<file path="src/rtl/i2c_pkg.sv">
// i2c_pkg: shared types and constants for the I2C target register block.
//   I2C_BYTE_W    - width of one register / one I2C data byte
//   sched_state_t - which agent owns the single register-file port in a cycle
package i2c_pkg;

    localparam int I2C_BYTE_W = 8;

    typedef enum logic [1:0] {
        SCH_IDLE   = 2'd0,
        SCH_I2C_WR = 2'd1,
        SCH_I2C_RD = 2'd2,
        SCH_HOST   = 2'd3
    } sched_state_t;

endpackage

</file>
<file path="src/rtl/i2c_regfile.sv">
// i2c_regfile: NUM_REGS x 8-bit register storage with one synchronous port.
//   clock, reset - system clock, asynchronous active-high reset (clears all words)
//   we           - write enable for the word selected by addr
//   re           - read enable; rdata loads mem[addr] at the clock edge
//   addr         - word address
//   wdata        - write data
//   rdata        - registered read data (holds between reads)
// Every word must come out of reset as zero, so storage is one resettable
// register per word rather than a RAM macro.
module i2c_regfile
    import i2c_pkg::*;
#(
    parameter int NUM_REGS = 16,
    parameter int ADDR_W   = $clog2(NUM_REGS)
) (
    input  logic                  clock,
    input  logic                  reset,
    input  logic                  we,
    input  logic                  re,
    input  logic [ADDR_W-1:0]     addr,
    input  logic [I2C_BYTE_W-1:0] wdata,
    output logic [I2C_BYTE_W-1:0] rdata
);

    logic [I2C_BYTE_W-1:0] mem_word [NUM_REGS];
    logic [I2C_BYTE_W-1:0] rdata_reg;

    generate
        for (genvar gi = 0; gi < NUM_REGS; gi++) begin : g_word
            logic [I2C_BYTE_W-1:0] word_reg;

            always_ff @(posedge clock or posedge reset) begin
                if (reset) begin
                    word_reg <= '0;
                end else if (we && (addr == ADDR_W'(gi))) begin
                    word_reg <= wdata;
                end
            end

            assign mem_word[gi] = word_reg;
        end
    endgenerate

    always_ff @(posedge clock or posedge reset) begin
        if (reset) begin
            rdata_reg <= '0;
        end else if (re) begin
            rdata_reg <= mem_word[addr];
        end
    end

    assign rdata = rdata_reg;

endmodule

</file>
<file path="src/rtl/i2c_reg_arbiter.sv">
// i2c_reg_arbiter: register file of an I2C target, shared between the I2C
// target FSM and a chip-side host port.
//   clock, reset               - system clock, asynchronous active-high reset
//   i2c_ptr_load / i2c_ptr_inc - load pointer from i2c_data / increment (wraps)
//   i2c_data                   - byte from the I2C shift register
//   i2c_we / i2c_rd_req        - queue a write / a read prefetch at the pointer
//   i2c_abort                  - stop condition: drop a pending I2C read
//   i2c_rdata / i2c_rvalid     - prefetched byte and its one-cycle update pulse
//   reg_ptr                    - current I2C register pointer
//   host_valid/write/addr/wdata- host request; host_ready is a combinational grant
//   host_rdata / host_rvalid   - host read data, pulse one cycle after acceptance
//   ro_err / ro_err_clr        - sticky flag for I2C writes to read-only registers
// I2C work always wins the port because SCL cannot be stretched; the host only
// gets cycles in which nothing from the I2C side is pending or arriving.
module i2c_reg_arbiter
    import i2c_pkg::*;
#(
    parameter int                  NUM_REGS = 16,
    parameter int                  ADDR_W   = $clog2(NUM_REGS),
    parameter logic [NUM_REGS-1:0] RO_MASK  = '0
) (
    input  logic                  clock,
    input  logic                  reset,
    input  logic                  i2c_ptr_load,
    input  logic                  i2c_ptr_inc,
    input  logic [I2C_BYTE_W-1:0] i2c_data,
    input  logic                  i2c_we,
    input  logic                  i2c_rd_req,
    input  logic                  i2c_abort,
    output logic [I2C_BYTE_W-1:0] i2c_rdata,
    output logic                  i2c_rvalid,
    output logic [ADDR_W-1:0]     reg_ptr,
    input  logic                  host_valid,
    input  logic                  host_write,
    input  logic [ADDR_W-1:0]     host_addr,
    input  logic [I2C_BYTE_W-1:0] host_wdata,
    output logic                  host_ready,
    output logic [I2C_BYTE_W-1:0] host_rdata,
    output logic                  host_rvalid,
    output logic                  ro_err,
    input  logic                  ro_err_clr
);

    // Scheduler: state_next is the access issued this cycle; state_reg is the
    // access issued last cycle, whose read data is now on rf_rdata.
    sched_state_t state_reg, state_next;

    logic [ADDR_W-1:0]     ptr_reg;
    logic                  wr_pend_reg;
    logic [ADDR_W-1:0]     wr_addr_reg;
    logic [I2C_BYTE_W-1:0] wr_data_reg;
    logic                  rd_pend_reg;
    logic [ADDR_W-1:0]     rd_addr_reg;
    logic                  host_rd_reg;
    logic [I2C_BYTE_W-1:0] i2c_rdata_hold_reg;
    logic [I2C_BYTE_W-1:0] host_rdata_hold_reg;
    logic                  ro_err_reg;

    logic                  rf_we;
    logic                  rf_re;
    logic [ADDR_W-1:0]     rf_addr;
    logic [I2C_BYTE_W-1:0] rf_wdata;
    logic [I2C_BYTE_W-1:0] rf_rdata;
    logic                  ro_hit;
    logic                  i2c_strobe;

    i2c_regfile #(
        .NUM_REGS (NUM_REGS),
        .ADDR_W   (ADDR_W)
    ) u_regfile (
        .clock (clock),
        .reset (reset),
        .we    (rf_we),
        .re    (rf_re),
        .addr  (rf_addr),
        .wdata (rf_wdata),
        .rdata (rf_rdata)
    );

    // A strobe arriving this cycle will occupy the port next cycle, so the
    // host is held off now to keep I2C latency fixed.
    assign i2c_strobe = i2c_we | i2c_rd_req;
    assign host_ready = host_valid & ~wr_pend_reg & ~rd_pend_reg & ~i2c_strobe & ~reset;

    always_comb begin
        state_next = SCH_IDLE;
        rf_we      = 1'b0;
        rf_re      = 1'b0;
        rf_addr    = host_addr;
        rf_wdata   = host_wdata;
        ro_hit     = 1'b0;
        if (wr_pend_reg) begin
            state_next = SCH_I2C_WR;
            rf_addr    = wr_addr_reg;
            rf_wdata   = wr_data_reg;
            ro_hit     = RO_MASK[wr_addr_reg];
            rf_we      = ~RO_MASK[wr_addr_reg];
        end else if (rd_pend_reg && !i2c_abort) begin
            // An abort in the very cycle the read would run still drops it.
            state_next = SCH_I2C_RD;
            rf_addr    = rd_addr_reg;
            rf_re      = 1'b1;
        end else if (host_ready) begin
            state_next = SCH_HOST;
            rf_we      = host_write;
            rf_re      = ~host_write;
        end
    end

    always_ff @(posedge clock or posedge reset) begin
        if (reset) begin
            state_reg   <= SCH_IDLE;
            host_rd_reg <= 1'b0;
        end else begin
            state_reg   <= state_next;
            host_rd_reg <= host_ready & ~host_write;
        end
    end

    always_ff @(posedge clock or posedge reset) begin
        if (reset) begin
            ptr_reg             <= '0;
            wr_pend_reg         <= 1'b0;
            wr_addr_reg         <= '0;
            wr_data_reg         <= '0;
            rd_pend_reg         <= 1'b0;
            rd_addr_reg         <= '0;
            i2c_rdata_hold_reg  <= '0;
            host_rdata_hold_reg <= '0;
            ro_err_reg          <= 1'b0;
        end else begin
            if (i2c_ptr_load) begin
                ptr_reg <= i2c_data[ADDR_W-1:0];
            end else if (i2c_ptr_inc) begin
                ptr_reg <= ptr_reg + ADDR_W'(1);
            end

            // Strobes capture the pointer as it was before any load/inc
            // in the same cycle.
            if (i2c_we) begin
                wr_pend_reg <= 1'b1;
                wr_addr_reg <= ptr_reg;
                wr_data_reg <= i2c_data;
            end else if (state_next == SCH_I2C_WR) begin
                wr_pend_reg <= 1'b0;
            end

            if (i2c_rd_req) begin
                rd_pend_reg <= 1'b1;
                rd_addr_reg <= ptr_reg;
            end else if (i2c_abort || (state_next == SCH_I2C_RD)) begin
                rd_pend_reg <= 1'b0;
            end

            if (i2c_rvalid) begin
                i2c_rdata_hold_reg <= rf_rdata;
            end
            if (host_rvalid) begin
                host_rdata_hold_reg <= rf_rdata;
            end

            if (ro_hit) begin
                ro_err_reg <= 1'b1;
            end else if (ro_err_clr) begin
                ro_err_reg <= 1'b0;
            end
        end
    end

    // The register file output is shared; each side keeps its last byte in a
    // hold register and sees fresh data directly in the update cycle.
    assign i2c_rvalid  = (state_reg == SCH_I2C_RD);
    assign host_rvalid = (state_reg == SCH_HOST) & host_rd_reg;
    assign i2c_rdata   = i2c_rvalid  ? rf_rdata : i2c_rdata_hold_reg;
    assign host_rdata  = host_rvalid ? rf_rdata : host_rdata_hold_reg;
    assign reg_ptr     = ptr_reg;
    assign ro_err      = ro_err_reg;

endmodule
</file>
<file path="config.mk">
export PLATFORM = sky130hd
export DESIGN_NAME = i2c_reg_arbiter
export DESIGN_NICKNAME = d
export VERILOG_FILES = /design/src/rtl/i2c_pkg.sv /design/src/rtl/i2c_regfile.sv /design/src/rtl/i2c_reg_arbiter.sv
export SDC_FILE = /design/constraint.sdc
export NUM_CORES = 1
export LEC_CHECK = 0
export CORE_AREA = 3 3 124 126
export CTS_CLUSTER_SIZE = 24
export DETAILED_ROUTE_END_ITERATION = 10
export DIE_AREA = 0 0 127 129
export PLACE_DENSITY = 0.82
export SETUP_SLACK_MARGIN = 0.4
export SYNTH_ARGS = -nofsm -noshare
export SYNTH_HDL_FRONTEND = slang
export SYNTH_SLANG_ARGS = --single-unit
</file>
<file path="constraint.sdc">
create_clock -name clock -period 8.6 [get_ports clock]
set_input_delay 2.58 -clock clock [delete_from_list [all_inputs] [get_ports clock]]
set_output_delay 2.58 -clock clock [all_outputs]
set_load 0.02 [all_outputs]
</file>
==> impl_results.md, run 1 <==
* Crit path largest cell delay at 0.77 ns
* Hpwl dp at 11.8 mm
* Final Skew at 0.00624 ns
* Initial Util at 0.548
* Max Fclk at 140 MHz
* CTS tree: done
* Net Count, Synth at 799
* PostCTS Resize Cnt at 0
* Pins Over Slew Limit at 0
* HP Class: register to register
* Synth Flop Type: dfrtp_1
* Relative slew margins at 0.263
* Worst vdd ir at 0.000175 V
* Dpl cells at 955
* Asr flop ratio synth at 1.00
* P_leak at 4.02 nW
* Mapped Area at 0.00791 mm²
* Worst slew pin tran at 1.10 ns
* GRT Total Usage at 0.231
* Nets at 821
* Residual DRC at 0
* Via count at 5,750
* Num Clock Sinks at 177
* Sum Neg Setup Slack at 0 ns
* Clock root buffer: clkbuf_16
* Critical path peak fanout at 14
* Initial antenna violation count at 0
* Mapped Cells at 768
* Yosys Warn Count at 0
* Critical path's top delay family: buffers and inverters
* Total iterations of the first detailed-routing run at 5
* Slowest cell on crit path: clkdlybuf4s50_1
* DRT antenna net count at 0
* EDFF count, synth at 0
* Post-DP Area at 0.00845 mm²
* Crit path DAT at 4.57 ns
* Die Width at 127 µm
* First-pass GRT wire length at 29.2 mm
* Largest net degree at the start of global routing at 107
* Max Cap Viol at 0
* # IOs at 54
* Power Dens Cells at 311 mW/mm²
* Crit path buffers/inverters at 3
* GR Overflow Total at 0
* Syn-to-layout area delta at 14.2%
* Total Power at 2.80 mW
* Vias/cell at 5.84
* Syn Area/Cell at 10.3 µm²
* GP Congestion at 0.834
* Iter 0 DRT Violations at 442
* Status: complete, no violations
* Vias in the first global route at 5,778
* Worst hold slack at 0.478 ns
* Synth Register Bits at 177
* Kind of critical path: primary input to primary output
* Hold buffer count at cts at 0
* Pre-CTS setup slack at 1.45 ns
* Post-Layout Cell Count at 984
* Row count at 44
* Share of cells above drive strength 1 at 0.108
* Die area at 0.0164 mm²
* Core Util, Final at 0.626
* Fin crit period at 7.15 ns
* RSZ-0062 raised after global routing: no
* Final Cycle Share at 0.831
* Port-buffer cells at 51
* Die Y at 129 µm
* Max FFs per register at 128
* Routed WL at 18.3 mm
* Hold Vio Cnt, Final at 0
* Netlist cell types at 45
* Clk pin slew, worst setup/hold paths at 0.06 ns
* CTS H-tree depth at 4
* Seq/Total Area, Yosys at 0.560
* Diodes inserted at 0
* Cts bufs inserted at 17
* WL/cell at 18.6 µm
* Core Area at 0.0144 mm²
* Total setup buffers inserted after CTS at 0
* Req. time, crit path at 6.02 ns
* CTS max path bufs at 2
* Type of origin of the critical path: primary input
* Setup ws final at 1.45 ns
* Most repeated library cell on the critical path: clkdlybuf4s50_1
* Post-route cell area at 0.00902 mm²
* Setup Viol. Count Final at 0
* Clk_lat worst skew at 0.43 ns
* Setup crit end kind: primary output
* Crit-path cells: clkdlybuf4s50_1, nor2_1, nand3_1, inv_1, clkdlybuf4s50_1
==> metal layers <==
| metal | vias to the layer above | track usage | share of wire |
|---|---|---|---|
| li1 | 2712 | - | - |
| met1 | 2836 | 0.278 | 0.42 |
| met2 | 154 | 0.396 | 0.51 |
| met3 | 48 | 0.0482 | 0.041 |
| met4 | 0 | 0.119 | 0.035 |
| met5 | - | 0 | 0 |
==> worst register-to-register path, cell delays in order (launching register included) <==
cell and delay (ns):
dfrtp_1 0.42, buf_4 0.26, nor4bb_1 0.30, a221o_2 0.50
buf_4 0.60, nand3_1 0.32, nand2b_1 0.50, o21ai_0 0.35
==> kinds of logic after synthesis <==
kind of cell / share of synthesized area
DFF: 0.560
muxes: 0.112
and+or+nand+nor: 0.125
buffers and inverters: 0.0393
xor gates and xnor gates: 0.00332
AOI/OAI and AO/OA: 0.159
other: 0.000474
adders and majority gates: 0.00158
==> cell usage after synthesis, types with 3 or more instances <==
library cell  number  area [µm²]
a21oi_1           23         115
a221oi_1           5        43.8
a22oi_1           11        82.6
a31oi_1            3        18.8
a32oi_1            3        26.3
a41oi_1            4        35.0
buf_2             17        85.1
buf_4              3        22.5
buf_6              6        67.6
clkbuf_1          30         113
dfrtp_1          177        4430
inv_1              4        15.0
mux2_2            33         372
mux2i_1           51         510
nand2_1          163         612
nand2b_1          17         106
nand3_1            7        35.0
nor2_1            12        45.0
nor2b_1            5        31.3
o21ai_0           97         485
o21ai_1           38         190
o21ai_2            6        52.6
o22ai_1           13        81.3
o2bb2ai_1          3        26.3
or2_1             10        62.6
==> cell type report <==
type / count / area [µm²]
clock buffers: 23 / 498
clock inverters: 6 / 80.1
fillers: 1144 / 5400
inverters: 4 / 20.0
multi-input cells: 529 / 3180
flip-flops and latches: 177 / 4430
well taps: 184 / 230
repair buffers: 61 / 586
==> placed cells by master, fill, tap and decap left out, types with 2 or more instances in the layout <==
master and n:
dfrtp_1 177, nand2_1 163, o21ai_0 97, clkdlybuf4s50_1 51, mux2i_1 47, o21ai_1 38, mux2_2 33, a21oi_1 23
nand2b_1 17, clkbuf_16 17, o22ai_1 13, nor2_1 12, a22oi_1 11, or2_1 10, buf_4 10, nand3_1 7
o21ai_2 6, nor2b_1 5, a221oi_1 5, clkbuf_8 5, a41oi_1 4, mux2i_2 4, clkinv_2 4, inv_1 3
a32oi_1 3, o2bb2ai_1 3, a31oi_1 3, xnor2_1 2, or3_1 2, nand4bb_1 2, o211ai_1 2, o211a_1 2
bufinv_16 2
==> final timing paths <==
check / slack, ns / from / depth (start not counted) / to
max: 1.45 / i2c_we / 5 / host_ready
min reg2reg: 0.48 / u_regfile.g_word[8].word_reg[3] / 2 / u_regfile.g_word[8].word_reg[3]
min in group asynchronous: 2.76 / reset / 2 / wr_addr_reg[1]
max reg2reg: 5.26 / wr_pend_reg / 7 / u_regfile.g_word[3].word_reg[7]
max in group asynchronous: 4.43 / reset / 3 / u_regfile.g_word[8].word_reg[2]
min: 0.48 / u_regfile.g_word[8].word_reg[3] / 2 / u_regfile.g_word[8].word_reg[3]
==> power breakdown <==
| group | leakage, nW | internal (mW) | switching, mW |
|---|---|---|---|
| Clock | 0.291 | 0.459 | 0.302 |
| Sequential | 2.23 | 1.16 | 0.183 |
| Combinational | 1.50 | 0.298 | 0.399 |
| Total | 4.02 | 1.92 | 0.883 |
Power figures use the tool's default switching activity.
==> run 2: changes to the inputs <==
Settings changed: CORE_AREA 3 3 124 126 to 3 3 127 129, DIE_AREA 0 0 127 129 to 0 0 130 132, PLACE_DENSITY 0.82 to 0.81.
Clock period 8.6 ns to 6.12 ns, I/O delays scaled along.
==> run 2 against run 1 <==
Non-clock buffer count increased by 8. Die area increased by 4.7%. Worst setup slack got worse by 0.65 ns.
==> impl_results.md, run 2 (synthesis gave the netlist of run 1 again) <==
* Status: complete, no violations
* Residual DRC at 0 (unchanged)
* Clock root buffer: clkbuf_16
* Worst vdd ir at 0.000236 V (+35%)
* Req. time, crit path at 4.28 ns (-1.74 ns)
* Total setup buffers inserted after CTS at 0 (unchanged)
* Initial Util at 0.522 (-0.0261)
* Setup crit end kind: primary output
* # IOs at 54 (unchanged)
* Num Clock Sinks at 177 (unchanged)
* Vias in the first global route at 5,792 (+0.24%)
* CTS max path bufs at 2 (unchanged)
* Setup Viol. Count Final at 0 (unchanged)
* Clk pin slew, worst setup/hold paths at 0.06 ns (about the same)
* Hold Vio Cnt, Final at 0 (unchanged)
* R2r setup slk at 3.04 ns (-2.22 ns)
* GP Congestion at 0.809 (-3.1%)
* Die area at 0.0172 mm² (+4.7%)
* Via count at 5,745 (-0.087%)
* Port-buffer cells at 51 (unchanged)
* GR Overflow Total at 0 (unchanged)
* Pins Over Slew Limit at 0 (unchanged)
* Crit path buffers/inverters at 3 (unchanged)
* Final Skew at 0.00863 ns (+0.00240 ns)
* Die Width at 130 µm (+2.4%)
* Max FFs per register at 128 (unchanged)
* Hold buffer count at cts at 0 (unchanged)
* CTS tree: done
* Kind of critical path: primary input to primary output
* P_leak at 4.05 nW (+0.89%)
* Fin crit period at 5.32 ns
* Total iterations of the first detailed-routing run at 8 (+3)
* RSZ-0062 raised after global routing: no
* Routed WL at 17.8 mm (-2.8%)
* Initial antenna violation count at 0 (unchanged)
* Max Fclk at 188 MHz
* GRT Total Usage at 0.218 (-0.0127)
* Largest net degree at the start of global routing at 105 (-1.9%)
* First-pass GRT wire length at 29.4 mm (+0.78%)
* Nets at 829 (+0.97%)
* Vias/cell at 5.76 (-1.4%)
* WL/cell at 17.8 µm (-4.1%)
* Share of cells above drive strength 1 at 0.111 (+0.00375)
* Max Cap Viol at 0 (unchanged)
* Relative slew margins at 0.185 (-0.0783)
* Core Area at 0.0151 mm² (+5.0%)
* Slowest cell on crit path: clkdlybuf4s50_1
* Most common cell after layout, fill and taps aside: dfrtp_1
* Row count at 45 (+2.3%)
* Die Y at 132 µm (+2.3%)
* Hpwl dp at 12.1 mm (+2.5%)
* Type of origin of the critical path: primary input
* Crit-path cells: clkdlybuf4s50_1, nor2_1, nand3_1, inv_1, clkdlybuf4s50_1
* Sum Neg Setup Slack at 0 ns (unchanged)
* Final Cycle Share at 0.869
* HP Class: register to register
* Critical path's top delay family: buffers and inverters
* Worst hold slack at 0.480 ns (+0.00189 ns)
* Diodes inserted at 0 (unchanged)
* Power Dens Cells at 430 mW/mm² (+38%)
* CTS H-tree depth at 4 (unchanged)
* Critical path peak fanout at 6 (-8)
* Crit path largest cell delay at 0.59 ns (-0.18 ns)
* Iter 0 DRT Violations at 489 (+11%)
* Worst slew pin tran at 1.22 ns (+0.122 ns)
* Crit path DAT at 3.48 ns (-1.09 ns)
* Clk_lat worst skew at 0.43 ns (about the same)
* PostCTS Resize Cnt at 0 (unchanged)
* DRT antenna net count at 0 (unchanged)
* Most frequent cells in the layout: dfrtp_1, nand2_1, o21ai_0
* Most repeated library cell on the critical path: clkdlybuf4s50_1
* Cts bufs inserted at 17 (unchanged)
* Syn-to-layout area delta at 14.7%
[run 2: cell types whose count changed in the layout (fill, tap and decap cells not counted), sizes merged]
cell,previous run,this run
buf,10,18
bufinv,2,1
clkbuf,23,24
clkinv,4,5
clkinvlp,0,1
inv,4,3
[run 2: layout make-up]
| type | count | area (µm²) |
|---|---|---|
| clock buffers | 24 | 502 |
| clock inverters | 6 | 55.1 |
| fillers | 1247 | 6080 |
| inverters | 4 | 18.8 |
| multi-input cells | 529 | 3170 |
| flip-flops and latches | 177 | 4430 |
| well taps | 188 | 235 |
| repair buffers | 69 | 658 |
[run 2: metal layers]
| layer | wire length, µm | global-route usage | vias to the layer above | share of wire |
|---|---|---|---|---|
| met5 | 0 | 0 | - | 0 |
| met4 | 485 | 0.0912 | 0 | 0.027 |
| met3 | 805 | 0.0429 | 37 | 0.045 |
| met2 | 8930 | 0.356 | 135 | 0.50 |
| met1 | 7560 | 0.285 | 2835 | 0.43 |
| li1 | - | - | 2738 | - |
[run 2: path summary, 6_finish.rpt]
check	start	end	depth (start not counted)
worst max-delay path	i2c_rd_req	host_ready	5
worst min-delay path	u_regfile.g_word[8].word_reg[3]	u_regfile.g_word[8].word_reg[3]	2
worst max register to register	wr_pend_reg	u_regfile.rdata[6]	8
worst min register to register	u_regfile.g_word[8].word_reg[3]	u_regfile.g_word[8].word_reg[3]	2
max in group asynchronous	reset	u_regfile.g_word[10].word_reg[3]	3
min in group asynchronous	reset	rd_addr_reg[0]	2
[run 2: where the power goes]
part,switching (mW),internal (mW)
clock,0.419,0.606
sequential,0.256,1.63
combinational,0.554,0.426
[run 2: through the flow]
step	utilization	std cells	setup slack, ns	power, mW	cell area [µm²]
after floorplan	-	768	1.98	2.54	7910
after global placement	0.562	967	0.837	2.81	8510
after detailed placement	0.562	967	0.814	2.88	8510
after CTS	0.599	997	0.812	3.91	9060
after global routing	0.599	997	0.707	4.15	9060
final	0.599	997	0.804	3.89	9060
[run 2: worst register-to-register path, stage by stage, from the launching register on]
cell	delay, ns
dfrtp_1	0.42
buf_4	0.25
nor4bb_1	0.30
a221o_2	0.58
buf_4	0.56
mux2i_1	0.35
o21ai_0	0.11
a221oi_1	0.27
a21oi_1	0.10
==> run 3: changes to the inputs <==
Settings changed: CAP_MARGIN from default to 20, CORE_AREA 3 3 127 129 to 2 2 126 128, DIE_AREA 0 0 130 132 to 0 0 128 130.
==> run 3 against run 2 <==
Register-to-register slack got worse by 0.06 ns. Hold slack about the same. Combinational power increased by 0.4%. Power increased by 0.23%. Cell count increased by 0.30%. Fmax decreased by 0.14%. Critical path type unchanged. Largest power group unchanged. Highest routed layer unchanged.
==> impl_results.md, run 3 (synthesis gave the netlist of run 1 again) <==
* WL/cell at 18.2 µm (+2.3%)
* Crit-path cells: clkdlybuf4s50_1, nor2_1, nand3_1, inv_1, clkdlybuf4s50_1
* First-pass GRT wire length at 29.9 mm (+1.6%)
* Core Area at 0.0154 mm² (+1.8%)
* Kind of critical path: primary input to primary output
* Setup crit start: i2c_rd_req
* Die Width at 128 µm (-1.5%)
* Iter 0 DRT Violations at 470 (-3.9%)
* P_leak at 4.03 nW (-0.60%)
* Hpwl dp at 11.9 mm (-1.6%)
* Fillcell total at 1,236 (-0.88%)
* RR Startpoint: wr_pend_reg
* Row count at 46 (+2.2%)
* Hold Vio Cnt, Final at 0 (unchanged)
* CTS H-tree depth at 4 (unchanged)
* Port-buffer cells at 51 (unchanged)
* Diodes inserted at 0 (unchanged)
* Slowest cell on crit path: clkdlybuf4s50_1
* Final Cycle Share at 0.870 (+0.00124)
* Residual DRC at 0 (unchanged)
* R2r setup slk at 2.98 ns (-0.06 ns)
* Share of cells above drive strength 1 at 0.113 (+0.00138)
* Vias in the first global route at 5,761 (-0.54%)
* Critical Path End: host_ready
* Type of origin of the critical path: primary input
* Register Area at 0.00443 mm² (unchanged)
* Power Dens Cells at 431 mW/mm² (+0.30%)
* GR Layer Usage met2 at 0.416 (+0.0603)
* Pins Over Slew Limit at 0 (unchanged)
* Post-Layout Cell Count at 1,000 (+0.30%)
* Via count at 5,824 (+1.4%)
* Syn-to-layout area delta at 14.6% (about the same)
* Most repeated library cell on the critical path: clkdlybuf4s50_1
* Die Y at 130 µm (-1.5%)
* Crit path DAT at 3.49 ns (about the same)
* GP Congestion at 0.850 (+5.1%)
* Largest net degree at the start of global routing at 140 (+33%)
* Worst slew pin tran at 1.09 ns (-0.137 ns)
* M1 GR Usage at 0.287 (+0.00194)
* Die area at 0.0166 mm² (-3.0%)
* GRT Total Usage at 0.234 (+0.0156)
* Critical path's top delay family: buffers and inverters
* Sum Neg Setup Slack at 0 ns (unchanged)
* Max Cap Viol at 0 (unchanged)
* Hold buffer count at cts at 0 (unchanged)
* Num Clock Sinks at 177 (unchanged)
* Total iterations of the first detailed-routing run at 5 (-3)
* Most frequent cells in the layout: dfrtp_1, nand2_1, o21ai_0
* Cts bufs inserted at 17 (unchanged)
* Setup Viol. Count Final at 0 (unchanged)
* DRT antenna net count at 0 (unchanged)
* Status: complete, no violations
* Crit path buffers/inverters at 3 (unchanged)
* Nets at 826 (-0.36%)
* CTS max path bufs at 2 (unchanged)
* GR Overflow Total at 0 (unchanged)
* Gr busiest metal: met2
* Setup crit end kind: primary output
* R2r worst-path depth at 8 (unchanged)
* Critical path peak fanout at 6 (unchanged)
* Total setup buffers inserted after CTS at 0 (unchanged)
* Met3 usage in global routing at 0.0467 (+0.00379)
* Core Util, Final at 0.587 (-0.0112)
* Vias/cell at 5.82 (+1.1%)
* Routed WL at 18.2 mm (+2.6%)
* Clk_lat worst skew at 0.42 ns (about the same)
* Worst vdd ir at 0.000211 V (-10%)
* PostCTS Resize Cnt at 0 (unchanged)
* Most common cell after layout, fill and taps aside: dfrtp_1
* Initial antenna violation count at 0 (unchanged)
* Worst hold slack at 0.479 ns (-0.000344 ns)
* Area of the multi-input gates at 0.00317 mm² (+0.12%)
* Relative slew margins at 0.273 (+0.0880)
* Clk pin slew, worst setup/hold paths at 0.07 ns (about the same)
* Max Fclk at 188 MHz (-0.14%)
* Reg2Reg Capture Point: u_regfile.rdata[1]
* Max FFs per register at 128 (unchanged)
* CTS tree: done
* Final Skew at 0.0134 ns (+0.00474 ns)
* RSZ-0062 raised after global routing: no
* Req. time, crit path at 4.28 ns (about the same)
* Dpl cells at 968 (+0.10%)
* Crit path largest cell delay at 0.59 ns (about the same)
* HP Class: register to register
* Clock root buffer: clkbuf_16
* Fin crit period at 5.32 ns (+0.00761 ns)
* Initial Util at 0.512 (-0.00944)
* # IOs at 54 (unchanged)
* WP depth at 5 (unchanged)
## run 3: cell count changes in the layout (fill, tap and decap cells not counted)
cell        delta
clkinv_4       +2
clkinv_2       -1
buf_4          -3
mux2i_2        +1
clkinvlp_4     +3
inv_6          +2
mux2i_1        -1
clkbuf_1       -1
clkbuf_8       -3
## run 3: per-stage QoR
stage          power (mW)  area, µm²  worst slack, ns
2_1_floorplan        2.54       7910             1.98
3_3_place_gp         2.80       8490            0.820
3_5_place_dp         2.87       8490            0.802
4_1_cts              3.91       9060            0.799
5_1_grt              4.14       9060            0.695
6_report             3.90       9060            0.796
## run 3: where the power goes
part | switching [mW] | leakage (nW) | total (mW) | internal [mW]
registers | 0.254 | 2.23 | 1.89 | 1.63
logic | 0.561 | 1.53 | 0.984 | 0.423
clock network | 0.451 | 0.273 | 1.03 | 0.583
## run 3: routing by layer
layer	routed length, µm	up-vias
li1	-	2735
met1	7600	2877
met2	9340	174
met3	871	38
met4	413	0
met5	0	-
## run 3: cell type report
type,count,area share
multi-input combinational,529,0.350
inverter,4,0.00207
clock inverter,12,0.0119
sequential,177,0.489
clock buffer,20,0.0504
tap,192,0.0265
timing repair buffer,66,0.0702
## run 3: worst min-delay path by stage
stage / startpoint / to / slack, ns / cells past startpoint
5_1_grt: u_regfile.g_word[9].word_reg[7] / u_regfile.g_word[9].word_reg[7] / 0.50 / 2
2_1_floorplan: u_regfile.g_word[0].word_reg[0] / u_regfile.g_word[0].word_reg[0] / 0.45 / 2
4_1_cts: u_regfile.g_word[9].word_reg[5] / u_regfile.g_word[9].word_reg[5] / 0.48 / 2
3_3_place_gp: u_regfile.g_word[8].word_reg[2] / u_regfile.g_word[8].word_reg[2] / 0.46 / 2
6_report: u_regfile.g_word[13].word_reg[3] / u_regfile.g_word[13].word_reg[3] / 0.48 / 2
3_5_place_dp: u_regfile.g_word[5].word_reg[3] / u_regfile.g_word[5].word_reg[3] / 0.47 / 2
## run 3: worst min-delay path, stage by stage, from the launching register on
cell and delay (ns):
dfrtp_1 0.34, nand2_1 0.04, o21ai_0 0.06
